## src/rtl/jy_irq_timer.sv

```systemverilog
// Multi-channel JY-style IRQ prescaler/counter engine with per-channel pending flags and acknowledge.
// Optional feature macro JY_IRQ_RELOAD_EN: the pend-setting carry reloads ctr from a per-channel rl register.
module jy_irq_timer #(
  parameter int CHANNELS    = 2,
  parameter int CTR_W       = 8,
  parameter int PRE_W       = 8,
  parameter int PRE_SMALL_W = 3
) (
  input  logic                clk,
  input  logic                map_rst_n,
  input  logic                cpu_m2,
  input  logic                cpu_rw,
  input  logic                ppu_a12,
  input  logic                ppu_oe,
  input  logic                reg_we,
  input  logic [1:0]          reg_ch,
  input  logic [2:0]          reg_addr,
  input  logic [7:0]          reg_din,
  output logic                irq,
  output logic [CHANNELS-1:0] pend,
  output logic [CTR_W-1:0]    ctr_mon
);

  localparam logic [PRE_W-1:0] SMALL_MASK = PRE_W'((1 << PRE_SMALL_W) - 1);

  logic [2:0] m2_hist_q, m2_hist_d;
  logic [2:0] a12_hist_q, a12_hist_d;
  logic [3:0] oe_hist_q, oe_hist_d;
  logic [2:0] rw_hist_q, rw_hist_d;
  logic [3:0] edge_vec;

  logic [CHANNELS-1:0] en_q, en_d;
  logic [CHANNELS-1:0] en_dly_q, en_dly_d;
  logic [CHANNELS-1:0] pend_q, pend_d;
  logic                irq_q, irq_d;
  // Only the mode bits that matter are kept: {dir[1:0], small, src[1:0]}.
  logic [4:0]          mode_q [CHANNELS];
  logic [4:0]          mode_d [CHANNELS];
  logic [PRE_W-1:0]    pre_q  [CHANNELS];
  logic [PRE_W-1:0]    pre_d  [CHANNELS];
  logic [CTR_W-1:0]    ctr_q  [CHANNELS];
  logic [CTR_W-1:0]    ctr_d  [CHANNELS];
  logic [7:0]          xor_q  [CHANNELS];
  logic [7:0]          xor_d  [CHANNELS];
`ifdef JY_IRQ_RELOAD_EN
  logic [CTR_W-1:0]    rl_q   [CHANNELS];
  logic [CTR_W-1:0]    rl_d   [CHANNELS];
`endif

  logic             wr, wr_clobber, ack, tick, pend_set;
  logic [7:0]       din_x;
  logic [PRE_W-1:0] pmask, pre_inc, pre_dec;
  logic [CTR_W-1:0] ctr_lo_wr, ctr_hi_wr;

  always_comb begin
    m2_hist_d  = {m2_hist_q[1:0], cpu_m2};
    a12_hist_d = {a12_hist_q[1:0], ppu_a12};
    oe_hist_d  = {oe_hist_q[2:0], ppu_oe};
    rw_hist_d  = {rw_hist_q[1:0], cpu_rw};
  end

  // Oldest sample sits in the MSB, so each pattern reads left to right in time.
  assign edge_vec = {rw_hist_q == 3'b100, oe_hist_q == 4'b1000,
                     a12_hist_q == 3'b001, m2_hist_q == 3'b011};

  always_comb begin
    en_d       = en_q;
    en_dly_d   = en_q;
    pend_d     = pend_q;
    mode_d     = mode_q;
    pre_d      = pre_q;
    ctr_d      = ctr_q;
    xor_d      = xor_q;
`ifdef JY_IRQ_RELOAD_EN
    rl_d       = rl_q;
`endif
    wr         = 1'b0;
    wr_clobber = 1'b0;
    ack        = 1'b0;
    tick       = 1'b0;
    pend_set   = 1'b0;
    din_x      = '0;
    pmask      = '0;
    pre_inc    = '0;
    pre_dec    = '0;
    ctr_lo_wr  = '0;
    ctr_hi_wr  = '0;
    for (int i = 0; i < CHANNELS; i++) begin
      wr         = reg_we && (reg_ch == 2'(i));
      din_x      = reg_din ^ xor_q[i];
      wr_clobber = wr && ((reg_addr == 3'd4) || (reg_addr == 3'd5) ||
                          ((reg_addr == 3'd7) && (CTR_W > 8)));
      ack        = wr && (reg_addr == 3'd7) && reg_din[7];
      pmask      = mode_q[i][2] ? SMALL_MASK : '1;
      pre_inc    = pre_q[i] + PRE_W'(1);
      pre_dec    = pre_q[i] - PRE_W'(1);
      ctr_lo_wr  = (ctr_q[i] & ~CTR_W'(8'hFF)) | CTR_W'(din_x);
      ctr_hi_wr  = CTR_W'({din_x, ctr_q[i][7:0]});
      tick       = en_q[i] && edge_vec[mode_q[i][1:0]] && !wr_clobber;
      pend_set   = 1'b0;
      if (en_dly_q[i] && !en_q[i]) begin
        pre_d[i]  = '0;
        pend_d[i] = 1'b0;
      end else begin
        if (tick && (mode_q[i][4:3] == 2'd1)) begin
          pre_d[i] = pre_inc;
          if ((pre_inc & pmask) == '0) begin
            ctr_d[i] = ctr_q[i] + CTR_W'(1);
            if (ctr_q[i] == '1) begin
              pend_set = 1'b1;
`ifdef JY_IRQ_RELOAD_EN
              ctr_d[i] = rl_q[i];
`endif
            end
          end
        end else if (tick && (mode_q[i][4:3] == 2'd2)) begin
          pre_d[i] = pre_dec;
          if ((pre_dec & pmask) == pmask) begin
            ctr_d[i] = ctr_q[i] - CTR_W'(1);
            if (ctr_q[i] == '0) begin
              pend_set = 1'b1;
`ifdef JY_IRQ_RELOAD_EN
              ctr_d[i] = rl_q[i];
`endif
            end
          end
        end
        if (wr) begin
          case (reg_addr)
            3'd0: en_d[i] = reg_din[0];
            3'd1: mode_d[i] = {reg_din[7:6], reg_din[2:0]};
            3'd2: en_d[i] = 1'b0;
            3'd3: en_d[i] = 1'b1;
            3'd4: pre_d[i] = din_x[PRE_W-1:0];
            3'd5: ctr_d[i] = ctr_lo_wr;
            3'd6: xor_d[i] = reg_din;
            3'd7: if (CTR_W > 8) ctr_d[i] = ctr_hi_wr;
            default: ;
          endcase
        end
`ifdef JY_IRQ_RELOAD_EN
        if (wr && (reg_addr == 3'd5)) rl_d[i] = ctr_lo_wr;
        if (wr && (reg_addr == 3'd7)) rl_d[i] = ctr_hi_wr;
`endif
        // A carry landing in the same cycle as an acknowledge keeps the flag set.
        pend_d[i] = pend_set | (pend_q[i] & ~ack);
      end
    end
    irq_d = |pend_d;
  end

  always_ff @(posedge clk or negedge map_rst_n) begin
    if (!map_rst_n) begin
      m2_hist_q  <= '0;
      a12_hist_q <= '0;
      oe_hist_q  <= '0;
      rw_hist_q  <= '0;
      en_q       <= '0;
      en_dly_q   <= '0;
      pend_q     <= '0;
      irq_q      <= 1'b0;
      for (int i = 0; i < CHANNELS; i++) begin
        mode_q[i] <= '0;
        pre_q[i]  <= '0;
        ctr_q[i]  <= '0;
        xor_q[i]  <= '0;
`ifdef JY_IRQ_RELOAD_EN
        rl_q[i]   <= '0;
`endif
      end
    end else begin
      m2_hist_q  <= m2_hist_d;
      a12_hist_q <= a12_hist_d;
      oe_hist_q  <= oe_hist_d;
      rw_hist_q  <= rw_hist_d;
      en_q       <= en_d;
      en_dly_q   <= en_dly_d;
      pend_q     <= pend_d;
      irq_q      <= irq_d;
      mode_q     <= mode_d;
      pre_q      <= pre_d;
      ctr_q      <= ctr_d;
      xor_q      <= xor_d;
`ifdef JY_IRQ_RELOAD_EN
      rl_q       <= rl_d;
`endif
    end
  end

  always_comb begin
    ctr_mon = '0;
    for (int i = 0; i < CHANNELS; i++) begin
      if (reg_ch == 2'(i)) ctr_mon = ctr_q[i];
    end
  end

  assign irq  = irq_q;
  assign pend = pend_q;

endmodule
```

## config.mk

```make
export PLATFORM = sky130hd
export DESIGN_NAME = jy_irq_timer
export DESIGN_NICKNAME = d
export VERILOG_FILES = /design/src/rtl/jy_irq_timer.sv
export SDC_FILE = /design/constraint.sdc
export NUM_CORES = 1
export LEC_CHECK = 0
export CAP_MARGIN = 0
export CORE_UTILIZATION = 54
export CTS_CLUSTER_SIZE = 14
export DETAILED_ROUTE_END_ITERATION = 10
export PLACE_DENSITY = 0.76
export SKIP_LAST_GASP = 1
export SYNTH_ARGS = -nofsm -noshare
export SYNTH_HDL_FRONTEND = slang
export SYNTH_SLANG_ARGS = --single-unit
```

## constraint.sdc

```tcl
create_clock -name clk -period 2.39 [get_ports clk]
set_input_delay 0.478 -clock clk [delete_from_list [all_inputs] [get_ports clk]]
set_output_delay 0.478 -clock clk [all_outputs]
set_load 0.005 [all_outputs]
```

==> results_dict.tcl <==
set metrics [dict create \
    power.leakage_nw 2.64 \
    initial_core_util_pct 55.7 \
    critical_path_class "reg -> reg" \
    period_share_pct 98.5 \
    hold_violations 0 \
    drc 0 \
    rows 35 \
    yosysWarnings 0 \
    coreArea_um2 9200 \
    synth.top_cell.area_share_pct 38.1 \
    synth_area_leaders "dfrtp_1 (38%), mux2_2 (5.3%), nor2_1 (3.6%), xnor2_1 (3.4%), nor3_1 (3.0%)" \
    postRouteWirelength_mm 13.6 \
    synthTopCellsByCount "dfrtp_1 (78), nor2_1 (49), nand2_1 (33), clkbuf_1 (31), nor3_1 (31)" \
    ys_ff_latch 78 \
    die_w_um 99.4 \
    cts_buffer_depth 2 \
    ant_nets 0 \
    dp.cells 727 \
    powerDensity_nw_per_um2 984 \
    cts_tree "built" \
    grt_max_degree 50 \
    startpoint_type "register" \
    path_clk_slew_ns 0.09 \
    diodes 0 \
    pin_count 31 \
    drive_gt1_share_pct 25.3 \
    port_buffers 30 \
    netlist_area_um2 5120 \
    htree_levels 3 \
    syn_area_per_cell_um2 9.14 \
    grt_first_pass_wirelength_mm 21.5 \
    setup_viol 0 \
    yosysSeqAreaShare_pct 38.1 \
    slew_headroom_pct 66.1 \
    grt_antenna_before_repair 0 \
    grt_pass1_vias 4354 \
    finClkSkew_ns 0.0117 \
    max_freq_mhz 425 \
    gp_congestion 0.968 \
    async_reset_ff_share_pct 100 \
    synth_nets 592 \
    drt-pass1-iter-count 5 \
    rsz0062_at_grt "yes" \
    tightest_slew_ns 0.507 \
    report.final.slew_viol_count 0 \
    synthCells 560 \
    cts_buffers 9 \
    required_ns 2.64 \
    arrival_ns 2.60 \
    track_usage_pct 27.9 \
    finalNetCount 671 \
    finalHoldWorstSlack_ns 0.0424 \
    yosys.area.top_type "dfrtp_1" \
    die_y_um 99.4 \
    status "finished, final reports clean" \
    die-area_um2 9870 \
    num_vias 4697 \
    wl_per_cell_um 18.0 \
    vias_per_cell 6.22 \
    syn_to_final_growth_pct 24.9 \
    synth_edf_count 0 \
    fin_util_pct 69.5 \
    synth_cell_types 66 \
    cts_sinks 78 \
    finalNonFillerCells 755 \
    cp-end-kind "register" \
    drt-initial-drc-count 386 \
    cts_root_buffer "clkbuf_8" \
    yosysMostFrequentCell "dfrtp_1" \
    cts_hold_buf 0 \
    crit_fanout 5 \
    ir_drop_mv 0.536 \
    fin_tns_setup_ns 0 \
    dpl.hpwl_mm 9.97 \
    drv_cap 0 \
    min_period_ns 2.35 \
    synthFlopType "dfrtp_1" \
    grt.overflow.total 0 \
    insertion_delay_ns 0.36 \
    min_path_type "in -> async" \
]
what timing repair did:
action	in CTS	in global routing
cloned	1	0
setup endpoints to repair	14	19
pin swaps	5	17
gates resized for setup	13	36
buffers inserted	1	11
state kept, by name, indices dropped and copies added (netlist names):
| register | flops |
|---|---|
| pre_q | 16 |
| xor_q | 16 |
| mode_q | 10 |
| ctr_hi_wr | 8 |
| ctr_q | 8 |
| oe_hist_q | 4 |
| a12_hist_q | 3 |
| m2_hist_q | 3 |
| rw_hist_q | 3 |
| en_dly_d | 2 |
| en_dly_q | 2 |
| pend | 2 |
| irq | 1 |
through the flow:
| stage | power (mW) | instance area [µm²] | setup WS (ns) |
|---|---|---|---|
| 2_1_floorplan | 3.96 | 5130 | 0.0142 |
| 3_3_place_gp | 4.79 | 5880 | -0.394 |
| 3_5_place_dp | 4.89 | 5880 | -0.486 |
| 4_1_cts | 5.99 | 6150 | -0.0205 |
| 5_1_grt | 6.66 | 6390 | -0.0477 |
| 6_report | 6.29 | 6390 | 0.0355 |
power by group:
part	switching [mW]	total (mW)	internal (mW)
registers	0.429	2.08	1.65
clock network	0.511	1.03	0.518
logic	1.66	3.18	1.52
total	2.60	6.29	3.69
routing by layer:
metal / global-route usage (%) / part of all wire, % / routed length (µm)
met5: 0 / 0 / 0
met4: 10.5 / 1.4 / 195
met3: 4.85 / 6.9 / 938
met2: 44.3 / 47 / 6410
met1: 38.3 / 45 / 6060
layout by cell type (no fill, tap or decap), types with 4 or more instances in the layout:
cell / instances
nand3_1: 21
nand2b_1: 14
ha_1: 10
a211o_1: 5
xor2_1: 9
clkbuf_8: 10
nor2b_1: 8
inv_1: 11
a21oi_1: 29
and2_1: 5
nor4_1: 6
buf_4: 73
mux2_2: 24
o211ai_1: 7
o22ai_1: 5
and3_1: 11
nor3_1: 28
nand2_1: 33
dlymetal6s2s_1: 4
clkdlybuf4s50_1: 24
mux2i_1: 14
o21ai_0: 24
nand3b_1: 5
a211oi_1: 4
a22oi_1: 5
xnor2_1: 20
nor3_2: 5
nor2_1: 49
nand4_1: 13
dfrtp_1: 75
or3_1: 10
cells by family (layout without fill, tap and decap cells):
logic type      after synthesis  count (layout)  share of synthesized area, %
xor+xnor                     29              29                          4.96
simple gates                235             235                          25.7
fa+ha+maj                    12              12                          2.93
buf+inv                      49             133                          4.08
mux                          39              39                          8.31
compound gates              118             118                          15.9
flops                        78              78                          38.1
final cells by class:
| type | count | area, µm² |
|---|---|---|
| clock buffer | 10 | 138 |
| clock inverter | 6 | 68.8 |
| fill | 685 | 2800 |
| inverter | 12 | 45.0 |
| multi-input combinational | 433 | 3160 |
| sequential | 78 | 1960 |
| tap | 111 | 139 |
| timing repair buffer | 105 | 883 |
worst paths after layout:
check                                   from      endpoint  slack [ns]  cells past startpoint
worst max-delay path                pre_q[9]      ctr_q[9]        0.04                      8
worst min-delay path               map_rst_n  ctr_hi_wr[0]        0.04                      1
worst max register to register      pre_q[9]      ctr_q[9]        0.04                      8
worst min register to register  m2_hist_q[0]  m2_hist_q[1]        0.39                      0
max in group asynchronous          map_rst_n      pre_q[9]        1.73                      2
min in group clk                m2_hist_q[0]  m2_hist_q[1]        0.39                      0
critical path, cell delays in order (launching register included):
cell      delay (ns)
dfrtp_2         0.45
or3_4           0.40
nor4b_2         0.28
o211ai_1        0.21
a211oi_4        0.31
buf_4           0.17
nand2b_1        0.09
o32ai_1         0.08
o31a_1          0.26
Note: power is estimated with default switching activity, not from simulation.
